`config.mk`:
```
export PLATFORM = sky130hd
export DESIGN_NAME = muldiv_unit_flat
export DESIGN_NICKNAME = d
export VERILOG_FILES = /design/src/rtl/muldiv_unit_pkg.sv /design/src/rtl/muldiv_unit_if.sv /design/src/rtl/muldiv_divider.sv /design/src/rtl/muldiv_unit.sv /design/src/flat_wrapper.sv
export SDC_FILE = /design/constraint.sdc
export NUM_CORES = 2
export LEC_CHECK = 0
export ABC_CLOCK_PERIOD_IN_PS = 15100
export BUFFER_PORTS_ARGS = -buffer_cell sky130_fd_sc_hd__buf_2
export CAP_MARGIN = 10
export CORE_MARGIN = 1.5
export CORE_UTILIZATION = 39
export CTS_BUF_LIST = sky130_fd_sc_hd__clkbuf_8
export CTS_CLUSTER_DIAMETER = 150
export CTS_CLUSTER_SIZE = 25
export DETAILED_ROUTE_END_ITERATION = 8
export SKIP_LAST_GASP = 1
export SLEW_MARGIN = 5
export SYNTH_ARGS = -nofsm -noshare
export SYNTH_HDL_FRONTEND = slang
export SYNTH_SLANG_ARGS = --single-unit
export TNS_END_PERCENT = 1
```
`constraint.sdc`:
```
create_clock -name clk -period 15.1 [get_ports clk]
set_input_delay 0.755 -clock clk [delete_from_list [all_inputs] [get_ports clk]]
set_output_delay 0.755 -clock clk [all_outputs]
set_load 0.005 [all_outputs]
```
`src/rtl/muldiv_unit_pkg.sv`:
```
// muldiv_unit_pkg: op encoding, FSM states, iteration counts and small helpers
// shared by the RV64M multiply/divide unit.
package muldiv_unit_pkg;
    typedef enum logic [2:0] {MD_MUL, MD_DIV, MD_DIVU, MD_REM, MD_REMU} muldiv_op_t;
    typedef enum logic [1:0] {S_IDLE, S_MUL, S_DIV, S_DONE} md_state_t;
    localparam int MD_ITER_D = 64;
    localparam int MD_ITER_W = 32;
    function automatic logic [5:0] last_iter(input logic is_word);
        return is_word ? 6'(MD_ITER_W - 1) : 6'(MD_ITER_D - 1);
    endfunction
    function automatic logic [63:0] word_fix(input logic is_word, input logic [63:0] v);
        return is_word ? {{32{v[31]}}, v[31:0]} : v;
    endfunction
endpackage

```
`src/rtl/muldiv_unit_if.sv`:
```
// muldiv_unit_if: request/response handshake bundle between the execute stage
// (master) and the multiply/divide unit (slave).
interface muldiv_unit_if;
    import muldiv_unit_pkg::*;
    logic        in_valid, in_ready, is_word, out_valid, out_ready, busy;
    muldiv_op_t  op;
    logic [63:0] src1, src2, result;
    modport master (output in_valid, op, is_word, src1, src2, out_ready,
                    input in_ready, out_valid, result, busy);
    modport slave (input in_valid, op, is_word, src1, src2, out_ready,
                   output in_ready, out_valid, result, busy);
endinterface

```
`src/rtl/muldiv_divider.sv`:
```
// muldiv_divider: unsigned restoring divider, one quotient bit per cycle.
// done is high during the last iteration; quotient/remainder then show the final values.
module muldiv_divider
    import muldiv_unit_pkg::*;
(
    input  logic        clk,
    input  logic        reset,
    input  logic        flush,
    input  logic        start,
    input  logic        is_word,
    input  logic [63:0] dividend,
    input  logic [63:0] divisor,
    output logic        done,
    output logic [63:0] quotient,
    output logic [63:0] remainder
);
    logic        run_q, word_q, ge;
    logic [5:0]  cnt_q;
    logic [63:0] quo_q, rem_q, dvs_q, shifted;
    // rem_q[63] set means the shifted partial remainder exceeds any 64-bit divisor
    always_comb begin
        shifted   = {rem_q[62:0], quo_q[63]};
        ge        = rem_q[63] || shifted >= dvs_q;
        quotient  = {quo_q[62:0], ge};
        remainder = ge ? shifted - dvs_q : shifted;
        done      = run_q && cnt_q == last_iter(word_q);
    end
    always_ff @(posedge clk or negedge reset) begin
        if (!reset) begin
            run_q  <= 1'b0;
            word_q <= 1'b0;
            cnt_q  <= '0;
            quo_q  <= '0;
            rem_q  <= '0;
            dvs_q  <= '0;
        end else if (start) begin
            run_q  <= 1'b1;
            word_q <= is_word;
            cnt_q  <= '0;
            quo_q  <= is_word ? {dividend[31:0], 32'b0} : dividend;
            rem_q  <= '0;
            dvs_q  <= divisor;
        end else if (flush || done) begin
            run_q <= 1'b0;
            cnt_q <= '0;
        end else if (run_q) begin
            cnt_q <= cnt_q + 6'd1;
            quo_q <= quotient;
            rem_q <= remainder;
        end
    end
endmodule

```
`src/rtl/muldiv_unit.sv`:
```
// muldiv_unit: iterative RV64M multiply/divide with valid/ready handshakes and flush.
// Defining MULDIV_FAST_MUL_EN replaces shift-add multiply with a single-cycle product.
module muldiv_unit
    import muldiv_unit_pkg::*;
(
    input  logic         clk,
    input  logic         reset,
    input  logic         flush,
    muldiv_unit_if.slave md
);
    md_state_t   state_q, state_d, start_state;
    muldiv_op_t  op_q;
    logic        word_q, qneg_q, rneg_q, ext_signed, div_signed, accept;
    logic        div_zero, div_ovf, mul_last, div_start, div_done;
    logic [5:0]  cnt_q;
    logic [63:0] x1, x2, a_abs, b_abs, a_q, b_q, prod_q, result_q;
    logic [63:0] fast_prod, start_res, mul_nxt, quo, rem, div_raw;
`ifdef MULDIV_FAST_MUL_EN
    localparam md_state_t MUL_STATE = S_DONE;
`else
    localparam md_state_t MUL_STATE = S_MUL;
`endif
    always_comb begin
        ext_signed  = md.op inside {MD_MUL, MD_DIV, MD_REM};
        div_signed  = md.op inside {MD_DIV, MD_REM};
        x1          = md.is_word ? {{32{ext_signed & md.src1[31]}}, md.src1[31:0]} : md.src1;
        x2          = md.is_word ? {{32{ext_signed & md.src2[31]}}, md.src2[31:0]} : md.src2;
        a_abs       = div_signed && x1[63] ? -x1 : x1;
        b_abs       = div_signed && x2[63] ? -x2 : x2;
`ifdef MULDIV_FAST_MUL_EN
        fast_prod   = x1 * x2;
`else
        fast_prod   = '0;
`endif
        accept      = state_q == S_IDLE && md.in_valid && !flush;
        div_zero    = md.op != MD_MUL && x2 == '0;
        div_ovf     = div_signed && x2 == '1 &&
                      x1 == (md.is_word ? 64'hFFFF_FFFF_8000_0000 : 64'h8000_0000_0000_0000);
        start_state = md.op == MD_MUL ? MUL_STATE : (div_zero || div_ovf) ? S_DONE : S_DIV;
        // Result known at accept: fast product or a divide special case
        start_res   = word_fix(md.is_word, md.op == MD_MUL ? fast_prod :
                      md.op inside {MD_DIV, MD_DIVU} ? (div_zero ? '1 : x1) : (div_zero ? x1 : '0));
        div_start   = accept && start_state == S_DIV;
        mul_nxt     = prod_q + (b_q[0] ? a_q : '0);
        mul_last    = state_q == S_MUL && cnt_q == last_iter(word_q);
        div_raw     = op_q inside {MD_REM, MD_REMU} ? (rneg_q ? -rem : rem) : (qneg_q ? -quo : quo);
        state_d     = flush ? S_IDLE :
                      state_q == S_IDLE ? (accept ? start_state : S_IDLE) :
                      state_q == S_MUL  ? (mul_last ? S_DONE : S_MUL) :
                      state_q == S_DIV  ? (div_done ? S_DONE : S_DIV) :
                      (md.out_ready ? S_IDLE : S_DONE);
    end
    always_ff @(posedge clk or negedge reset) begin
        if (!reset) begin
            state_q  <= S_IDLE;
            op_q     <= MD_MUL;
            word_q   <= 1'b0;
            qneg_q   <= 1'b0;
            rneg_q   <= 1'b0;
            cnt_q    <= '0;
            a_q      <= '0;
            b_q      <= '0;
            prod_q   <= '0;
            result_q <= '0;
        end else begin
            state_q <= state_d;
            if (accept) begin
                op_q     <= md.op;
                word_q   <= md.is_word;
                qneg_q   <= div_signed & (x1[63] ^ x2[63]);
                rneg_q   <= div_signed & x1[63];
                cnt_q    <= '0;
                a_q      <= x1;
                b_q      <= x2;
                prod_q   <= '0;
                result_q <= start_res;
            end else if (state_q == S_MUL) begin
                cnt_q  <= cnt_q + 6'd1;
                a_q    <= a_q << 1;
                b_q    <= b_q >> 1;
                prod_q <= mul_nxt;
                if (mul_last) result_q <= word_fix(word_q, mul_nxt);
            end else if (div_done) begin
                result_q <= word_fix(word_q, div_raw);
            end
        end
    end
    muldiv_divider u_div (
        .clk       (clk),
        .reset     (reset),
        .flush     (flush),
        .start     (div_start),
        .is_word   (md.is_word),
        .dividend  (a_abs),
        .divisor   (b_abs),
        .done      (div_done),
        .quotient  (quo),
        .remainder (rem)
    );
    assign md.in_ready  = state_q == S_IDLE;
    assign md.out_valid = state_q == S_DONE;
    assign md.busy      = state_q != S_IDLE;
    assign md.result    = result_q;
endmodule
```
`src/flat_wrapper.sv`:
```
// flat-port wrapper written by rule: the top's interface ports become plain ports
module muldiv_unit_flat import muldiv_unit_pkg::*;
  (clk, reset, flush, md_in_valid, md_op, md_is_word, md_src1, md_src2, md_out_ready, md_in_ready, md_out_valid, md_result, md_busy);
  muldiv_unit_if md_i ();
  input  logic clk;
  input  logic reset;
  input  logic flush;
  input wire logic [$bits(md_i.in_valid)-1:0] md_in_valid;
  input wire logic [$bits(md_i.op)-1:0] md_op;
  input wire logic [$bits(md_i.is_word)-1:0] md_is_word;
  input wire logic [$bits(md_i.src1)-1:0] md_src1;
  input wire logic [$bits(md_i.src2)-1:0] md_src2;
  input wire logic [$bits(md_i.out_ready)-1:0] md_out_ready;
  output wire logic [$bits(md_i.in_ready)-1:0] md_in_ready;
  output wire logic [$bits(md_i.out_valid)-1:0] md_out_valid;
  output wire logic [$bits(md_i.result)-1:0] md_result;
  output wire logic [$bits(md_i.busy)-1:0] md_busy;
  assign md_i.in_valid = md_in_valid;
  assign md_i.op = md_op;
  assign md_i.is_word = md_is_word;
  assign md_i.src1 = md_src1;
  assign md_i.src2 = md_src2;
  assign md_i.out_ready = md_out_ready;
  assign md_in_ready = md_i.in_ready;
  assign md_out_valid = md_i.out_valid;
  assign md_result = md_i.result;
  assign md_busy = md_i.busy;
  muldiv_unit u_core (.clk(clk), .reset(reset), .flush(flush), .md(md_i));
endmodule
```
# Yosys cells after proc, flatten, opt, wreduce, memory -nomap -nowiden

Cells that the tools add are included.

Bits of input ports: 137
Word-level logic and storage cells: 128
Flip-flop bits (word level): 470

Muxes and demuxes: 53
Eq/ne operators: 15
Reduce and logical (&&, ||, !) cells: 30
Order comparisons: 1
Bitwise operators: 5
$add $sub $neg: 8

Operator list:

| operator                                      | number |
|---|---|
| two-way mux 64 bit                            | 33 |
| negation 64 bit                               | 4 |
| adder 64 bit                                  | 1 |
| == test 64 bit                                | 1 |
| == test 64 bit, second input constant         | 1 |
| greater-or-equal comparator 64 bit            | 1 |
| logical NOT 64 bit                            | 1 |
| subtractor 64 bit                             | 1 |
| two-way mux 63 bit                            | 1 |
| two-way mux 6 bit                             | 7 |
| two-way mux 2 bit                             | 8 |
| nonzero test 2 bit                            | 7 |
| adder 6 x 1 -> 6 bit, second input constant   | 2 |
| == test 6 bit                                 | 2 |
| nonzero test 3 bit                            | 4 |
| logical AND 1 bit                             | 10 |
| == test 3 x 2 -> 1 bit, second input constant | 3 |
| == test 2 bit, second input constant          | 3 |
| bitwise AND 1 bit                             | 4 |
| two-way mux 1 bit                             | 4 |
| AND reduction 2 bit                           | 2 |
| == test 3 x 1 -> 1 bit, second input constant | 1 |
| == test 3 bit, second input constant          | 1 |
| logical NOT 3 bit                             | 1 |
| 7 further kinds                               | 9 |

# Longest topological paths before layout

Word-level depth: 14
Mapped depth: 30
Mapped depth without buffers: 23

# Hierarchy

Synthesis repeated with hierarchy kept, for this count alone.

Cell total of the unflattened synthesis: 4847
Area, all modules: 37931.4 um^2

Modules (own cells, without submodules):

| module         | sequential area each (um^2) | instances | area an instance (um^2) | cells each |
|---|---|---|---|---|
| muldiv_unit    | 6756.5                      | 1         | 24290.8                 | 3191 |
| muldiv_divider | 5004.8                      | 1         | 13640.6                 | 1656 |

# Least setup slack after synthesis

OpenSTA, ideal clock, no wires.

Kind: flip-flop to flip-flop
Start point: reg u_core.u_div.quo_q[63]
End point: reg u_core.result_q[62] (netlist: u_core.md.result[62])
Period minus slack after synthesis: 6.714 ns
Data arrival time: 6.589 ns
Required time: 14.976 ns
Buffers on the path: 7
Slack: 8.386 ns
Library setup time: 0.124 ns
Stages on the path, launching flop included: 30
Cell sequence: dfrtp_1 > inv_1 > ha_1 > fa_1 > nor2b_1 > o31ai_1 > a21o_1 > a211oi_2 > nor3_1 > o21ai_2 > buf_2 > buf_4 > buf_2 > buf_2 > buf_2 > buf_1 > nand2_1 > o21ai_0 > ha_1 > nor4b_1 > nor3b_1 > nand4b_1 > o41ai_2 > nand4_2 > or4b_1 > buf_2 > o41ai_2 > xor2_1 > a211oi_1 > nor2_1

Longest elaborated chain between the ends: 10
Elaborated cells on any way between the ends: 13
Classes of those cells: 3 x add/sub; 1 x order compare; 8 x mux; 1 x reduce/logical

Ends and longest elaborated chain:

| what                               | line                  | RTL |
|---|---|---|
| start: declaration                 | muldiv_divider.sv:19  | `logic [63:0] quo_q, rem_q, dvs_q, shifted;` |
| start signal: assignment           | muldiv_divider.sv:40  | `quo_q <= is_word ? {dividend[31:0], 32'b0} : dividend;` |
| start signal: assignment           | muldiv_divider.sv:48  | `quo_q <= quotient;` |
| greater-or-equal comparator 64 bit | muldiv_divider.sv:23  | `ge = rem_q[63] \|\| shifted >= dvs_q;` |
| logical OR 1 bit                   | muldiv_divider.sv:23  |  |
| two-way mux 64 bit                 | muldiv_divider.sv:25  | `remainder = ge ? shifted - dvs_q : shifted;` |
| negation 64 bit                    | muldiv_unit.sv:46     | `div_raw = op_q inside {MD_REM, MD_REMU} ? (rneg_q ? -rem : rem) : (qneg_q ? -quo : quo);` |
| two-way mux 64 bit                 | muldiv_unit.sv:46     |  |
| two-way mux 64 bit *               | muldiv_unit.sv:46     |  |
| two-way mux 64 bit *               | muldiv_unit_pkg.sv:12 | `return is_word ? {{32{v[31]}}, v[31:0]} : v;` |
| two-way mux 64 bit *               | muldiv_unit.sv:83     | `end else if (div_done) begin` |
| two-way mux 64 bit *               | muldiv_unit.sv:77     | `end else if (state_q == S_MUL) begin` |
| two-way mux 64 bit *               | muldiv_unit.sv:67     | `if (accept) begin` |
| end signal: assignment             | muldiv_unit.sv:76     | `result_q <= start_res;` |
| end signal: assignment             | muldiv_unit.sv:82     | `if (mul_last) result_q <= word_fix(word_q, mul_nxt);` |
| end signal: assignment             | muldiv_unit.sv:84     | `result_q <= word_fix(word_q, div_raw);` |
| end: declaration                   | muldiv_unit.sv:16     | `logic [63:0] x1, x2, a_abs, b_abs, a_q, b_q, prod_q, result_q;` |

Mark *: on every way between the ends. The rest lies on a longest branch, timed or not. The select of a mux whose other input is x is not followed.
A chain may end at the register's enable or synchronous reset.

# Worst setup path in the final report

Start point: reg u_core.u_div.rem_q[27]
End point: reg u_core.result_q[52] (netlist: u_core.md.result[52])

Longest elaborated chain between the ends: 10
Elaborated cells on any way between the ends: 13
Classes of those cells: 3 x add/sub; 1 x order compare; 8 x mux; 1 x reduce/logical

Ends and longest elaborated chain:

| what                               | line                  | RTL |
|---|---|---|
| start: declaration                 | muldiv_divider.sv:19  |  |
| start signal: assignment           | muldiv_divider.sv:49  | `rem_q <= remainder;` |
| greater-or-equal comparator 64 bit | muldiv_divider.sv:23  |  |
| logical OR 1 bit                   | muldiv_divider.sv:23  |  |
| two-way mux 64 bit                 | muldiv_divider.sv:25  |  |
| negation 64 bit                    | muldiv_unit.sv:46     |  |
| two-way mux 64 bit                 | muldiv_unit.sv:46     |  |
| two-way mux 64 bit *               | muldiv_unit.sv:46     |  |
| two-way mux 64 bit *               | muldiv_unit_pkg.sv:12 |  |
| two-way mux 64 bit *               | muldiv_unit.sv:83     |  |
| two-way mux 64 bit *               | muldiv_unit.sv:77     |  |
| two-way mux 64 bit *               | muldiv_unit.sv:67     |  |

Marks and branches as above.

==> impl_metrics.tcl <==
set metrics [dict create \
    die_area_mm2 0.0982 \
    status "completed" \
    synth_area_leaders "dfrtp_1 (31%), nand2_1 (7.0%), a21oi_1 (6.1%)" \
    p_int_mw 3.37 \
    synth_fa_ha_area_share_pct 5.26 \
    cellPowerDensity_mw_per_mm2 184 \
    synth_top_family_by_area "compound AO/OA/AOI/OAI gates" \
    drive_gt1_share_pct 7.18 \
    synth_area_leader_cell "dfrtp_1" \
    slew_viol_final 0 \
    pwr-share-comb_pct 63.7 \
    start_util_pct 39.4 \
    dr.first_iter.drc_count 4527 \
    core-area_mm2 0.0953 \
    synthMuxAreaShare_pct 1.43 \
    clockBufferDepth 3 \
    p_sw_share_pct 53.8 \
    required_ns 15.65 \
    portBuffers 203 \
    vias 38200 \
    seqPwrFrac_pct 28.2 \
    crit_type "flop to flop" \
    fin_worst_skew_ns 0.0548 \
    ioPinCount 204 \
    synth_compound_area_share_pct 26.7 \
    cts_max_level 1 \
    grt_max_degree 215 \
    dieWidth_um 313 \
    rsz0062_at_grt "no" \
    synthArstFlopShare_pct 100 \
    synth_ff_type "dfrtp_1" \
    synthSimpleGateAreaFrac_pct 22.8 \
    vias_per_cell 6.22 \
    rows 113 \
    final_area_mm2 0.0398 \
    yosysSeqAreaShare_pct 31.3 \
    clk_latency_ns 0.74 \
    synth-edff-count 0 \
    path_max_fanout 15 \
    postRouteWirelength_mm 150 \
    fin_crit_sh_pct 49.3 \
    min_path_type "input port to flop" \
    max-slew-margin-rel_pct 11.4 \
    yosysTopAreaCellShare_pct 31.3 \
    finalSetupViolCount 0 \
    yosysWarnings 0 \
    wire_per_inst_um 24.4 \
    cap_violations 0 \
    firstDrtPassIters 6 \
    pwr-share-clk_pct 8.0 \
    syn-cell-area_mm2 0.0376 \
    tightest_slew_ns 1.32 \
    vdd_drop_max_uv 118 \
    gr-usage-all-layers_pct 29.5 \
    grt_antenna_before_repair 5 \
    clock-sinks 470 \
    synth.ff_latch_count 470 \
    cts_buffers 22 \
    synthToLayoutAreaGrowth_pct 5.79 \
    synth_cell_types 102 \
    final.min_clock_period_ns 7.44 \
    power.leakage_nw 16.9 \
    gp_congestion 0.972 \
    hpwl_mm 112 \
    drcViolationCount 0 \
    syn_nets 5199 \
    fp.dieH_um 313 \
    cp-start-kind "flop" \
    setup_tns_ns 0 \
    clk_pin_slew_ns 0.17 \
    grt_pass1_wl_mm 225 \
    power.switching_mw 3.93 \
    grt_pass1_vias 35400 \
    synthXorXnorAreaFrac_pct 7.97 \
    tritoncts "yes" \
    place_area_mm2 0.0394 \
    reg2reg_slack_ns 7.66 \
    nNetsFinal 5145 \
    fmax_mhz 134 \
    overflow 0 \
    cp-end-kind "flop" \
    cts_root_buf "clkbuf_8" \
    syn_avg_cell_area_um2 7.63 \
    worstPathArrival_ns 7.99 \
    finalHoldViolations 0 \
    netlist_instances 4926 \
    ant_nets 0 \
]
area by class of cell:
class	count	area, um^2
diodes	8	20.0
clock inverters	4	18.8
well taps	1265	1580
clock buffers	23	317
fillers	10000	55500
multi-input cells	4021	24200
inverters	105	395
repair buffers	252	1440
flip-flops and latches	470	11800
placed cells by master (no fill, tap or decap), types with 106 or more instances in the layout:
cell / n
a21oi_1: 461
a22oi_1: 125
a31oi_1: 110
buf_2: 201
dfrtp_1: 467
ha_1: 134
inv_1: 106
nand2_1: 698
nor2_1: 542
nor3_1: 118
o21ai_0: 362
xnor2_1: 192
xor2_1: 150
metrics by stage:
step / instances / hold WS, ns / utilization [%] / worst slack, ns / total power [mW]
floorplan: 4926 / 0.446 / - / 8.39 / 5.12
global placement: 6112 / 0.458 / 41.3 / 8.29 / 6.64
detailed placement: 6112 / 0.463 / 41.3 / 8.04 / 6.64
CTS: 6140 / 0.197 / 41.7 / 7.97 / 7.24
global route: 6146 / 0.219 / 41.7 / 7.19 / 7.81
finish: 6148 / 0.256 / 41.7 / 7.66 / 7.30
cells by family after synthesis:
family,count (synthesis)
fa+ha+maj,162
xor+xnor,342
flops,470
simple gates,1874
mux,53
buf+inv,435
compound gates,1590
path summary, 6_finish.rpt:
check / startpoint / endpoint / cells past startpoint
setup / recovery: u_core.u_div.rem_q[27]$_DFFE_PN0P_ / u_core.md.result[52]$_DFFE_PN0P_ / 20
hold / removal: md_out_ready / u_core.state_q[1]$_DFF_PN0_ / 2
setup reg to reg: u_core.u_div.rem_q[27]$_DFFE_PN0P_ / u_core.md.result[52]$_DFFE_PN0P_ / 20
hold reg to reg: u_core.b_q[3]$_DFFE_PN0P_ / u_core.b_q[2]$_DFFE_PN0P_ / 2
max in group asynchronous: reset / u_core.md.result[39]$_DFFE_PN0P_ / 4
min in group asynchronous: reset / u_core.u_div.rem_q[19]$_DFFE_PN0P_ / 2
critical path, cell delays in order (launching register included):
cell	delay, ns
dfrtp_1	0.47
ha_1	0.47
nand4_1	0.38
nor3_1	0.52
nand2_1	0.12
a211oi_2	0.48
nor3_1	0.18
o21ai_4	0.54
nand2_1	0.09
o21ai_0	0.16
ha_1	0.28
nor4b_1	0.37
nor3b_1	0.43
nand4b_1	0.21
o41ai_2	0.71
nand4_2	0.33
or4b_1	0.77
o21ai_1	0.22
nor4_1	0.07
o31ai_1	0.31
a31oi_1	0.13
routing by layer:
layer / global-route usage, % / wire [um]
met1: 40.6 / 63900
met2: 46.4 / 67100
met3: 4.42 / 12100
met4: 11.8 / 6870
met5: 0 / 21
repair_timing:
item / CTS / global route
resized for setup: 0 / 0
setup buffers: 0 / 0
hold buffers: 1 / 0
hold endpoints to repair: 16 / 0
synth_stat cells, types with 43 or more instances:
| library cell | n |
|---|---|
| dfrtp_1 | 470 |
| or3_1 | 57 |
| a31oi_1 | 110 |
| nor3_1 | 121 |
| nand2_1 | 700 |
| inv_1 | 104 |
| nand4_1 | 60 |
| o21ai_0 | 362 |
| o31ai_1 | 63 |
| o211ai_1 | 43 |
| mux2i_1 | 49 |
| clkbuf_1 | 275 |
| a211oi_1 | 94 |
| a21oi_1 | 461 |
| ha_1 | 134 |
| a22oi_1 | 125 |
| nor4_1 | 48 |
| a21o_1 | 72 |
| xnor2_1 | 192 |
| nor2_1 | 546 |
| and2_1 | 83 |
| nand3_1 | 63 |
| xor2_1 | 150 |
power groups by stage:
stage                     clock network, mW  registers, mW  logic (mW)
after floorplan                           0           1.93        3.19
after global placement                    0           2.07        4.58
after detailed placement                  0           2.07        4.57
after CTS                             0.602           2.05        4.59
after global routing                  0.634           2.11        5.07
final                                 0.586           2.06        4.66
sequential cells by signal (all words and copies together) (netlist names):
name / cells
u_core.prod_q: 64
u_core.op_q: 3
u_core.u_div.cnt_q: 6
u_core.u_div.quo_q: 64
u_core.u_div.dvs_q: 64
u_core.state_q: 2
u_core.a_q: 64
u_core.word_q: 1
u_core.u_div.word_q: 1
u_core.md.result: 64
u_core.rneg_q: 1
u_core.u_div.run_q: 1
u_core.qneg_q: 1
u_core.cnt_q: 6
u_core.b_q: 64
u_core.u_div.rem_q: 64
Power figures use the tool's default switching activity.
